File: config.mk
export PLATFORM = sky130hd
export DESIGN_NAME = sqrt_share_ctrl
export DESIGN_NICKNAME = d
export VERILOG_FILES = /design/src/rtl/sqrt_share_ctrl.sv
export SDC_FILE = /design/constraint.sdc
export NUM_CORES = 1
export LEC_CHECK = 0
export ABC_AREA = 1
export BUFFER_PORTS_ARGS = -buffer_cell sky130_fd_sc_hd__buf_2
export CAP_MARGIN = 20
export CORE_MARGIN = 2
export CORE_UTILIZATION = 35
export DETAILED_ROUTE_END_ITERATION = 12
export HOLD_SLACK_MARGIN = 0.08
export PLACE_DENSITY = 0.67
export SYNTH_ARGS = -nofsm -noshare
export SYNTH_HDL_FRONTEND = slang
export SYNTH_SLANG_ARGS = --single-unit
File: constraint.sdc
create_clock -name clk -period 4.16 [get_ports clk]
set_clock_uncertainty 0.1 [all_clocks]
set_input_delay 0.416 -clock clk [delete_from_list [all_inputs] [get_ports clk]]
set_output_delay 0.416 -clock clk [all_outputs]
set_load 0.1 [all_outputs]
File: src/rtl/sqrt_share_ctrl.sv
// Round-robin arbiter and sequencer for one shared iterative square-root engine.
// Each job runs load, WIDTH/2 radix-4 steps and a fix cycle, then a held response.
module sqrt_share_ctrl #(
   parameter int WIDTH   = 16,
   parameter int NUM_REQ = 4,
   localparam int ITER   = WIDTH / 2,
   localparam int IDW    = $clog2(NUM_REQ),
   localparam int ITW    = $clog2(ITER)
) (
   input  logic                       clk,
   input  logic                       reset,
   input  logic [NUM_REQ-1:0]         req_valid,
   output logic [NUM_REQ-1:0]         req_ready,
   input  logic [NUM_REQ*WIDTH-1:0]   req_data,
   output logic                       eng_load,
   output logic [WIDTH-1:0]           eng_radicand,
   output logic                       eng_step,
   output logic [ITW-1:0]             eng_iter,
   output logic                       eng_fix,
   input  logic [WIDTH/2-1:0]         eng_root,
   input  logic [WIDTH/2:0]           eng_rem,
   output logic                       resp_valid,
   input  logic                       resp_ready,
   output logic [WIDTH/2-1:0]         resp_root,
   output logic [WIDTH/2:0]           resp_rem,
   output logic [IDW-1:0]             resp_id,
   output logic                       busy
);

   typedef enum logic [2:0] {
      IDLE,
      LOAD,
      STEP,
      FIX,
      RESP
   } state_t;

   localparam logic [ITW-1:0]   LAST_ITER = ITW'(ITER - 1);
   localparam logic [IDW-1:0]   LAST_REQ  = IDW'(NUM_REQ - 1);
   localparam logic [IDW:0]     NUM_REQ_W = (IDW + 1)'(NUM_REQ);
   localparam logic [NUM_REQ-1:0] ONE_REQ = {{(NUM_REQ - 1){1'b0}}, 1'b1};

   state_t             state;
   logic [IDW-1:0]     rr_ptr;
   logic [ITW-1:0]     cnt;
   logic [WIDTH/2:0]   rem_q;
   logic               rem_lat;

   logic [IDW:0]       rr_sum;
   logic [IDW-1:0]     rr_cand;
   logic [IDW-1:0]     grant_idx;
   logic               grant_any;
   logic [IDW-1:0]     rr_next;

   // Walk from the farthest candidate back to rr_ptr so the nearest valid requester wins.
   always_comb begin
      rr_sum    = '0;
      rr_cand   = '0;
      grant_idx = '0;
      grant_any = 1'b0;
      for (int j = NUM_REQ - 1; j >= 0; j--) begin
         rr_sum = {1'b0, rr_ptr} + (IDW + 1)'(j);
         if (rr_sum >= NUM_REQ_W) begin
            rr_sum = rr_sum - NUM_REQ_W;
         end
         rr_cand = rr_sum[IDW-1:0];
         if (req_valid[rr_cand]) begin
            grant_idx = rr_cand;
            grant_any = 1'b1;
         end
      end
   end

   assign rr_next   = (grant_idx == LAST_REQ) ? '0 : grant_idx + IDW'(1);
   assign req_ready = (state == IDLE && grant_any) ? (ONE_REQ << grant_idx) : '0;
   assign eng_iter  = cnt;
   assign busy      = (state != IDLE);

   // The engine's corrected remainder only appears in the first RESP cycle, so pass it
   // straight through then and hold the captured copy for any further stall cycles.
   assign resp_rem  = (state == RESP && !rem_lat) ? eng_rem : rem_q;

   always_ff @(posedge clk or negedge reset) begin
      if (!reset) begin
         state        <= IDLE;
         rr_ptr       <= '0;
         cnt          <= '0;
         rem_q        <= '0;
         rem_lat      <= 1'b0;
         eng_load     <= 1'b0;
         eng_radicand <= '0;
         eng_step     <= 1'b0;
         eng_fix      <= 1'b0;
         resp_valid   <= 1'b0;
         resp_root    <= '0;
         resp_id      <= '0;
      end else begin
         case (state)
            IDLE: begin
               if (grant_any) begin
                  eng_radicand <= req_data[grant_idx*WIDTH +: WIDTH];
                  resp_id      <= grant_idx;
                  rr_ptr       <= rr_next;
                  eng_load     <= 1'b1;
                  state        <= LOAD;
               end
            end
            LOAD: begin
               eng_load     <= 1'b0;
               eng_radicand <= '0;
               eng_step     <= 1'b1;
               cnt          <= LAST_ITER;
               state        <= STEP;
            end
            STEP: begin
               if (cnt == '0) begin
                  eng_step <= 1'b0;
                  eng_fix  <= 1'b1;
                  state    <= FIX;
               end else begin
                  cnt <= cnt - ITW'(1);
               end
            end
            FIX: begin
               eng_fix    <= 1'b0;
               resp_root  <= eng_root;
               resp_valid <= 1'b1;
               rem_lat    <= 1'b0;
               state      <= RESP;
            end
            RESP: begin
               if (!rem_lat) begin
                  rem_q   <= eng_rem;
                  rem_lat <= 1'b1;
               end
               if (resp_ready) begin
                  resp_valid <= 1'b0;
                  state      <= IDLE;
               end
            end
            default: begin
               state <= IDLE;
            end
         endcase
      end
   end

endmodule

==> metrics.cfg, run 1 <==
[synth]
synth_edf_count=0
async_flop_share=1.00
synth_nets=461
avgSynthCellArea_um2=7.47
ys_seq_elements=48
netlist_instances=367
synth_flop_cell=dfrtp_1
yosysWarningCount=0
syn_area_um2=2740
yosysUniqueCellTypes=24
synth_sequential_area_ratio=0.438

[setup_path]
path_max_fanout=36
cp_data_required_time_ps=3640
crit_type=reg2out
reg2regPathDepth=13
r2r_slack_ps=1290
end_kind=output pin
arrival_ps=3160
rr_startpoint=rr_ptr[0]$_DFFE_PN0P_
crit_path_start_kind=flop
cp-startpoint=rr_ptr[0]$_DFFE_PN0P_
reg2reg_to=rr_ptr[1]$_DFFE_PN0P_
endpoint=req_ready[3]

[sta]
finalCritPeriodShare=0.884
hold_viol_final=0
setup_violations=0
rsz0062_at_grt=no
slew_viol_final=0
period_needed_ps=3680
slew_headroom=0.533
max_freq_mhz=272
tightest_slew_ps=700
tns_ps=0

[job]
maxCapViolCount=0

[cells_and_area]
final_cell_mix=nand2_1 (135), buf_2 (134), nand3_1 (85)
fin_nets=589
drive_gt1_frac=0.337
fillCellCount=790
layout_commonest_cell=nand2_1
area_growth_syn_to_layout_pct=30.5
antennaDiodeCount=0

[clock_network]
cts_tree=done
post_cts_buffers=0
cts-hold-fix-buffers=0
cts_max_level=2
clockBufferDepth=2
cts.sinks=48
root_buffer=clkbuf_8
clk_latency_ps=300
clk_pin_slew_ps=90
numCtsBuffers=5
cts_resized=0

[die]
io_pins=135
initial_core_util=0.358
rows=32
die_area_um2=8560
die_y_um=92.5
core_um2=7650
die_x_um=92.5

[run_status]
status=finished clean

[detailed_routing]
wl_um=7560
vias=2858
drc=0
first_iter_violations=101
routedWlPerCell_um=12.6
viasPerCell=4.78
postRouteAntennaNets=0
drt_pass1_iterations=4

[placed_design]
dp_hpwl_um=5570
gp_congestion=0.803
io_buffers=134

[grt]
grt_antenna_before_repair=0
grt_pass1_vias=2771
grt-ovfl-total=0
gr-usage-all-layers=0.183
grt_max_degree=49
grt_pass1_wl_um=12600

[worst_hold_path]
hp-class=in2async

[per-layer routing]
metal / GRT usage / routed length [µm]
met5: 0 / 0
met4: 0.0510 / 100
met3: 0.0382 / 542
met2: 0.318 / 3630
met1: 0.229 / 3290
[worst max-delay path, cell delays in order, from the launching register on]
cell and delay (ps):
dfrtp_1 460, inv_2 130, nand2_1 140, nand3_1 90, nand2_1 100, inv_1 40, nor2_1 80, nor2_1 50
nand2_2 460, nand2_4 380, inv_1 190, ha_1 170, inv_1 40, nor2_1 90, buf_2 430
[cell usage after synthesis, types with 2 or more instances]
library cell	instances	area share
inv_1	27	0.037
dfrtp_1	48	0.44
nand2_2	5	0.011
ha_1	6	0.027
o21ai_0	9	0.016
inv_2	3	0.0041
nand2_1	135	0.18
a21oi_1	4	0.0073
nand3_2	2	0.0073
nor3_1	2	0.0037
nor2_1	10	0.014
buf_4	5	0.014
buf_2	8	0.015
nand3_1	85	0.16
mux2_2	9	0.037
[cell families after synthesis]
group | after synthesis | share of synthesized area
compound gates | 17 | 0.0365
fa+ha+maj | 6 | 0.0274
buf+inv | 46 | 0.0771
flops | 48 | 0.438
mux | 9 | 0.0370
simple gates | 241 | 0.384
[metrics by stage]
stage	instances	instance area, µm²	worst slack (ps)	hold slack (ps)	util
2_1_floorplan	367	2740	829	20.4	-
3_3_place_gp	590	3460	951	349	0.453
3_5_place_dp	590	3460	834	355	0.453
4_1_cts	598	3580	482	129	0.468
5_1_grt	598	3580	171	162	0.468
6_report	598	3580	483	103	0.468
[sequential cells by signal (all words and copies together) (netlist names)]
signal,count
eng_radicand,16
rr_ptr,2
state,3
resp_root,8
rem_q,9
eng_step,1
resp_valid,1
rem_lat,1
eng_fix,1
resp_id,2
eng_load,1
eng_iter,3
[cell type report]
| cell class | instances | area (µm²) | share of cell area |
|---|---|---|---|
| Timing Repair Buffer | 136 | 686 | 0.192 |
| Clock buffer | 5 | 68.8 | 0.0192 |
| Inverter | 31 | 119 | 0.0332 |
| Multi-Input combinational cell | 273 | 1330 | 0.371 |
| Clock inverter | 3 | 46.3 | 0.0129 |
| Sequential cell | 48 | 1200 | 0.336 |
| Tap cell | 102 | 128 | 0.0357 |
[worst min path at each step]
stage	start	end	depth (start not counted)
after floorplan	reset	eng_fix$_DFFE_PN0P_	0
after detailed placement	resp_root[5]$_DFFE_PN0P_	resp_root[5]$_DFFE_PN0P_	2
final	reset	eng_iter[1]$_DFFE_PN0P_	2
after global routing	reset	resp_root[5]$_DFFE_PN0P_	2
after global placement	resp_root[2]$_DFFE_PN0P_	resp_root[2]$_DFFE_PN0P_	2
after CTS	reset	eng_radicand[8]$_DFFE_PN0P_	2
Power of run 1 is not shown: default switching activity piles up to over one toggle a cycle in this logic, so the estimate is an artifact.
==> inputs of run 2 (changes only) <==
--- a/config.mk
+++ b/config.mk
@@ -5,14 +5,14 @@
 export SDC_FILE = /design/constraint.sdc
 export NUM_CORES = 1
 export LEC_CHECK = 0
-export ABC_AREA = 1
+export ABC_CLOCK_PERIOD_IN_PS = 4160
 export BUFFER_PORTS_ARGS = -buffer_cell sky130_fd_sc_hd__buf_2
 export CAP_MARGIN = 20
 export CORE_MARGIN = 2
 export CORE_UTILIZATION = 35
 export DETAILED_ROUTE_END_ITERATION = 12
 export HOLD_SLACK_MARGIN = 0.08
-export PLACE_DENSITY = 0.67
+export PLACE_DENSITY = 0.61
 export SYNTH_ARGS = -nofsm -noshare
 export SYNTH_HDL_FRONTEND = slang
 export SYNTH_SLANG_ARGS = --single-unit
==> metrics.cfg, run 2 <==
[cells_and_area]
fin_nets=486
antennaDiodeCount=0
largest_register_ffs=16
largest_registers=eng_radicand (16), rem_q (9), resp_root (8)
area_growth_syn_to_layout_pct=28.9
drive_gt1_frac=0.463
final_cell_mix=buf_2 (134), dfrtp_1 (48), nand2_1 (31)
layout_commonest_cell=buf_2
regMostFlops=eng_radicand

[die]
die_area_um2=8810
initial_core_util=0.364
die_x_um=93.8
die_y_um=93.8
io_pins=135
rows=32
core_um2=7770

[clock_network]
cts.sinks=48
post_cts_buffers=0
cts_tree=done
clk_pin_slew_ps=90
clockBufferDepth=2
root_buffer=clkbuf_8
cts_max_level=2
clk_latency_ps=300
numCtsBuffers=5

[setup_path]
slowest_stage=a21oi_2
critPathMaxStageDelay_ps=640
cp_data_required_time_ps=3640
crit_chain=nand2b_1 -> a21oi_2 -> nor3_4 -> inv_6 -> ha_1 -> and3_1 -> buf_2
crit_type=reg2out
arrival_ps=2700
crit_path_start_kind=flop
path_max_fanout=19
end_kind=output pin

[synth]
synth_edf_count=0
netlist_instances=268
yosysMostFrequentCell=dfrtp_1
synth_nets=362
yosysUniqueCellTypes=42
synth_flop_cell=dfrtp_1
avgSynthCellArea_um2=10.5
yosysWarningCount=0
synth_commonest_cells=dfrtp_1 (48), nand2_1 (31), mux2i_1 (18), mux2_2 (17), o31ai_1 (17)
synth.largest_area_cell=dfrtp_1
syn_area_um2=2830
ys_seq_elements=48
synth_sequential_area_ratio=0.425
synth_top_cells_by_area=dfrtp_1 (43%), mux2_2 (6.8%), mux2i_1 (6.4%), a211o_1 (5.0%), o31ai_1 (4.5%)
async_flop_share=1.00
synth_top_area_frac=0.425

[grt]
grt_pass1_vias=2464
grt_pass1_wl_um=12000
grt_antenna_before_repair=0
grt-ovfl-total=0
grt_max_degree=31
gr-usage-all-layers=0.173

[detailed_routing]
vias=2522
drc=0
routedWlPerCell_um=15.3
first_iter_violations=95
drt_pass1_iterations=4
wl_um=7570
postRouteAntennaNets=0
viasPerCell=5.09

[worst_hold_path]
hp-class=in2reg

[sta]
setup_violations=0
finalCritPeriodShare=0.772
slew_viol_final=0
tightest_slew_ps=822
period_needed_ps=3210
hold_viol_final=0
slew_headroom=0.452
max_freq_mhz=311
rsz0062_at_grt=no
tns_ps=0

[placed_design]
io_buffers=134
gp_congestion=0.743
dp_hpwl_um=5770

[run_status]
status=finished clean

[job]
maxCapViolCount=0

-- run 2: cell types whose count changed after synthesis, moves of 6 or more --
cell and delta:
o21ai_0 -6, o211ai_2 +10, o211ai_1 +6, a211o_1 +16, mux2i_1 +18, nand2_1 -104, a21oi_1 +9, o31ai_1 +17
nand4_1 +16, nand3_1 -85, mux2_2 +8, inv_1 -21
-- run 2: kinds of logic (layout without fill, tap and decap cells) --
family	after synthesis	count (layout)	synth area share
mux	35	35	0.132
simple gates	77	77	0.142
flops	48	48	0.425
buf+inv	27	152	0.0589
compound gates	74	74	0.213
fa+ha+maj	6	6	0.0266
xor+xnor	1	1	0.00310
-- run 2: per-layer routing --
layer	global-route usage	vias up	wire length, µm
li1	-	1245	-
met1	0.209	1178	3190
met2	0.303	95	3740
met3	0.0506	4	588
met4	0.0374	0	51
met5	0	-	0
-- run 2: worst paths after layout --
check                                            start                          end  slack (ps)  cells past startpoint
worst max register to register    state[0]$_DFFE_PN0P_  eng_radicand[3]$_DFFE_PN0P_        1650                      4
worst min-delay path                        resp_ready         state[2]$_DFFE_PN0P_         220                      2
worst max-delay path             rr_ptr[1]$_DFFE_PN0P_                 req_ready[2]         950                      7
min in group asynchronous                        reset  eng_radicand[2]$_DFFE_PN0P_         500                      2
worst min register to register  resp_id[1]$_DFFE_PN0P_       resp_id[1]$_DFFE_PN0P_         380                      2
max in group asynchronous                        reset     resp_root[6]$_DFFE_PN0P_        2940                      3
-- run 2: worst max-delay path: cells and delay by family, from the launching register on --
family,cells,cell delay (ps)
flops,1,450
simple gates,3,450
fa+ha+maj,1,170
buf+inv,2,660
compound gates,1,640
-- run 2: final cells by class --
cell class,instances,area [µm²]
sequential,48,1200
multi-input combinational,193,1460
clock inverter,3,47.5
timing repair buffer,137,708
clock buffer,5,68.8
tap,102,128
inverter,7,31.3
fill,793,4130
-- run 2: stage by stage --
| stage | instances | instance area [µm²] | setup slack, ps | hold WS [ps] | utilization |
|---|---|---|---|---|---|
| final | 495 | 3640 | 947 | 221 | 0.469 |
| after CTS | 495 | 3640 | 944 | 209 | 0.469 |
| after global routing | 495 | 3640 | 756 | 200 | 0.469 |
| after floorplan | 268 | 2830 | 1480 | 20.4 | - |
| after global placement | 485 | 3500 | 1330 | 360 | 0.450 |
| after detailed placement | 486 | 3520 | 1260 | 304 | 0.453 |
-- run 2: what timing repair did --
| action | in CTS | in global routing |
|---|---|---|
| endpoints found under the hold margin | 18 | 0 |
| resized for setup | 0 | 0 |
| hold buffers | 1 | 0 |
Power of run 2 is left out for the same reason.
==> inputs of run 3 (changes only) <==
--- a/config.mk
+++ b/config.mk
@@ -5,14 +5,15 @@
 export SDC_FILE = /design/constraint.sdc
 export NUM_CORES = 1
 export LEC_CHECK = 0
-export ABC_CLOCK_PERIOD_IN_PS = 4160
+export ABC_AREA = 1
+export ABC_CLOCK_PERIOD_IN_PS = 3300
 export BUFFER_PORTS_ARGS = -buffer_cell sky130_fd_sc_hd__buf_2
 export CAP_MARGIN = 20
 export CORE_MARGIN = 2
 export CORE_UTILIZATION = 35
 export DETAILED_ROUTE_END_ITERATION = 12
 export HOLD_SLACK_MARGIN = 0.08
-export PLACE_DENSITY = 0.61
+export PLACE_DENSITY = 0.62
 export SYNTH_ARGS = -nofsm -noshare
 export SYNTH_HDL_FRONTEND = slang
 export SYNTH_SLANG_ARGS = --single-unit
==> constraint.sdc (replaced) <==
create_clock -name clk -period 3.3 [get_ports clk]
set_clock_uncertainty 0.1 [all_clocks]
set_input_delay 0.33 -clock clk [delete_from_list [all_inputs] [get_ports clk]]
set_output_delay 0.33 -clock clk [all_outputs]
set_load 0.1 [all_outputs]
==> metrics.cfg, run 3 (synthesis gave the netlist of run 1 again) <==
[job]
maxCapViolCount=0

[placed_design]
place_inst=592
dp_hpwl_um=5650
gp_congestion=0.849
io_buffers=134

[clock_network]
clk_latency_ps=300
clockBufferDepth=2
cts-hold-fix-buffers=0
cts_resized=0
cts_max_level=2
cts.sinks=48
root_buffer=clkbuf_8
cts_tree=done
numCtsBuffers=5
post_cts_buffers=0
clk_pin_slew_ps=90

[detailed_routing]
drt_pass1_iterations=4
wl_met2_um=3520
wl_met1_um=3230
first_iter_violations=140
wl_met3_um=696
drc=0
postRouteAntennaNets=0
routedWlPerCell_um=12.5
wl_um=7510
vias=2866
viasPerCell=4.76
routed.top_layer=met4

[cells_and_area]
instances_no_fill=602
largest_registers=eng_radicand (16), rem_q (9), resp_root (8)
regMostFlops=eng_radicand
drive_gt1_frac=0.340
multiInputGateArea_um2=1330
fillCellCount=785
postLayoutCoreUtil=0.482
layout_commonest_cell=nand2_1
regArea_um2=1200
largest_register_ffs=16
antennaDiodeCount=0
area_growth_syn_to_layout_pct=34.6
fin_nets=593
final_cell_mix=nand2_1 (135), buf_2 (130), nand3_1 (85)

[sta]
tns_ps=0
period_needed_ps=2910
max_freq_mhz=344
slew_headroom=0.549
setup_violations=0
slew_viol_final=0
finalCritPeriodShare=0.881
hold_viol_final=0
rsz0062_at_grt=no
tightest_slew_ps=676

[die]
die_y_um=92.5
io_pins=135
core_um2=7650
die_area_um2=8560
die_x_um=92.5
initial_core_util=0.358
rows=32

[setup_path]
crit_type=reg2out
reg2reg_to=resp_id[0]$_DFFE_PN0P_
rr_startpoint=rr_ptr[0]$_DFFE_PN0P_
path_max_fanout=36
arrival_ps=2480
reg2regPathDepth=11
crit_path_start_kind=flop
end_kind=output pin
cp_data_required_time_ps=2870
r2r_slack_ps=930

[grt]
grt_pass1_vias=2706
gr-usage-all-layers=0.178
grt_pass1_wl_um=12100
grt_antenna_before_repair=0
grt_max_degree=49
grt-ovfl-total=0

[worst_hold_path]
min-delay-start=eng_root[2]
whs_endpoint=resp_root[2]$_DFFE_PN0P_
hold_depth=3
hp-class=in2reg

[run_status]
status=finished clean

==> run 3: layout make-up <==
type | count | share of cell area
Timing Repair Buffer | 140 | 0.214
Multi-Input combinational cell | 273 | 0.360
Clock buffer | 6 | 0.0224
Clock inverter | 2 | 0.0105
Sequential cell | 48 | 0.326
Tap cell | 102 | 0.0346
Inverter | 31 | 0.0322
==> run 3: through the flow <==
step	hold slack (ps)	cell area (µm²)	worst slack, ps
2_1_floorplan	-65.6	2740	54.6
3_3_place_gp	348	3540	813
3_5_place_dp	355	3540	753
4_1_cts	129	3660	391
5_1_grt	127	3690	184
6_report	140	3690	393
==> run 3: critical path: stages (launching register included) <==
cell and delay [ps]:
dfrtp_1 460, inv_2 170, nand2_1 80, nand2_1 100, nand2_1 70, nand2_2 90
nor2_1 60, nor2_1 120, nand2_2 90, nand2_4 280, ha_1 200, inv_1 40
nor2_1 190, buf_12 210
==> run 3: how the worst max path moves through the flow <==
stage | slack (ps) | end | start
finish | 390 | req_ready[2] | rr_ptr[0]$_DFFE_PN0P_
global route | 180 | req_ready[3] | rr_ptr[0]$_DFFE_PN0P_
CTS | 390 | req_ready[2] | rr_ptr[0]$_DFFE_PN0P_
detailed placement | 750 | req_ready[1] | rr_ptr[0]$_DFFE_PN0P_
global placement | 810 | req_ready[3] | rr_ptr[0]$_DFFE_PN0P_
floorplan | 50 | req_ready[1] | rr_ptr[0]$_DFFE_PN0P_
==> run 3: routing by layer <==
layer	vias up	track usage
met1	1288	0.214
li1	1445	-
met5	-	0
met3	6	0.0537
met4	0	0.0473
met2	127	0.309
Power of run 3 is left out for the same reason.
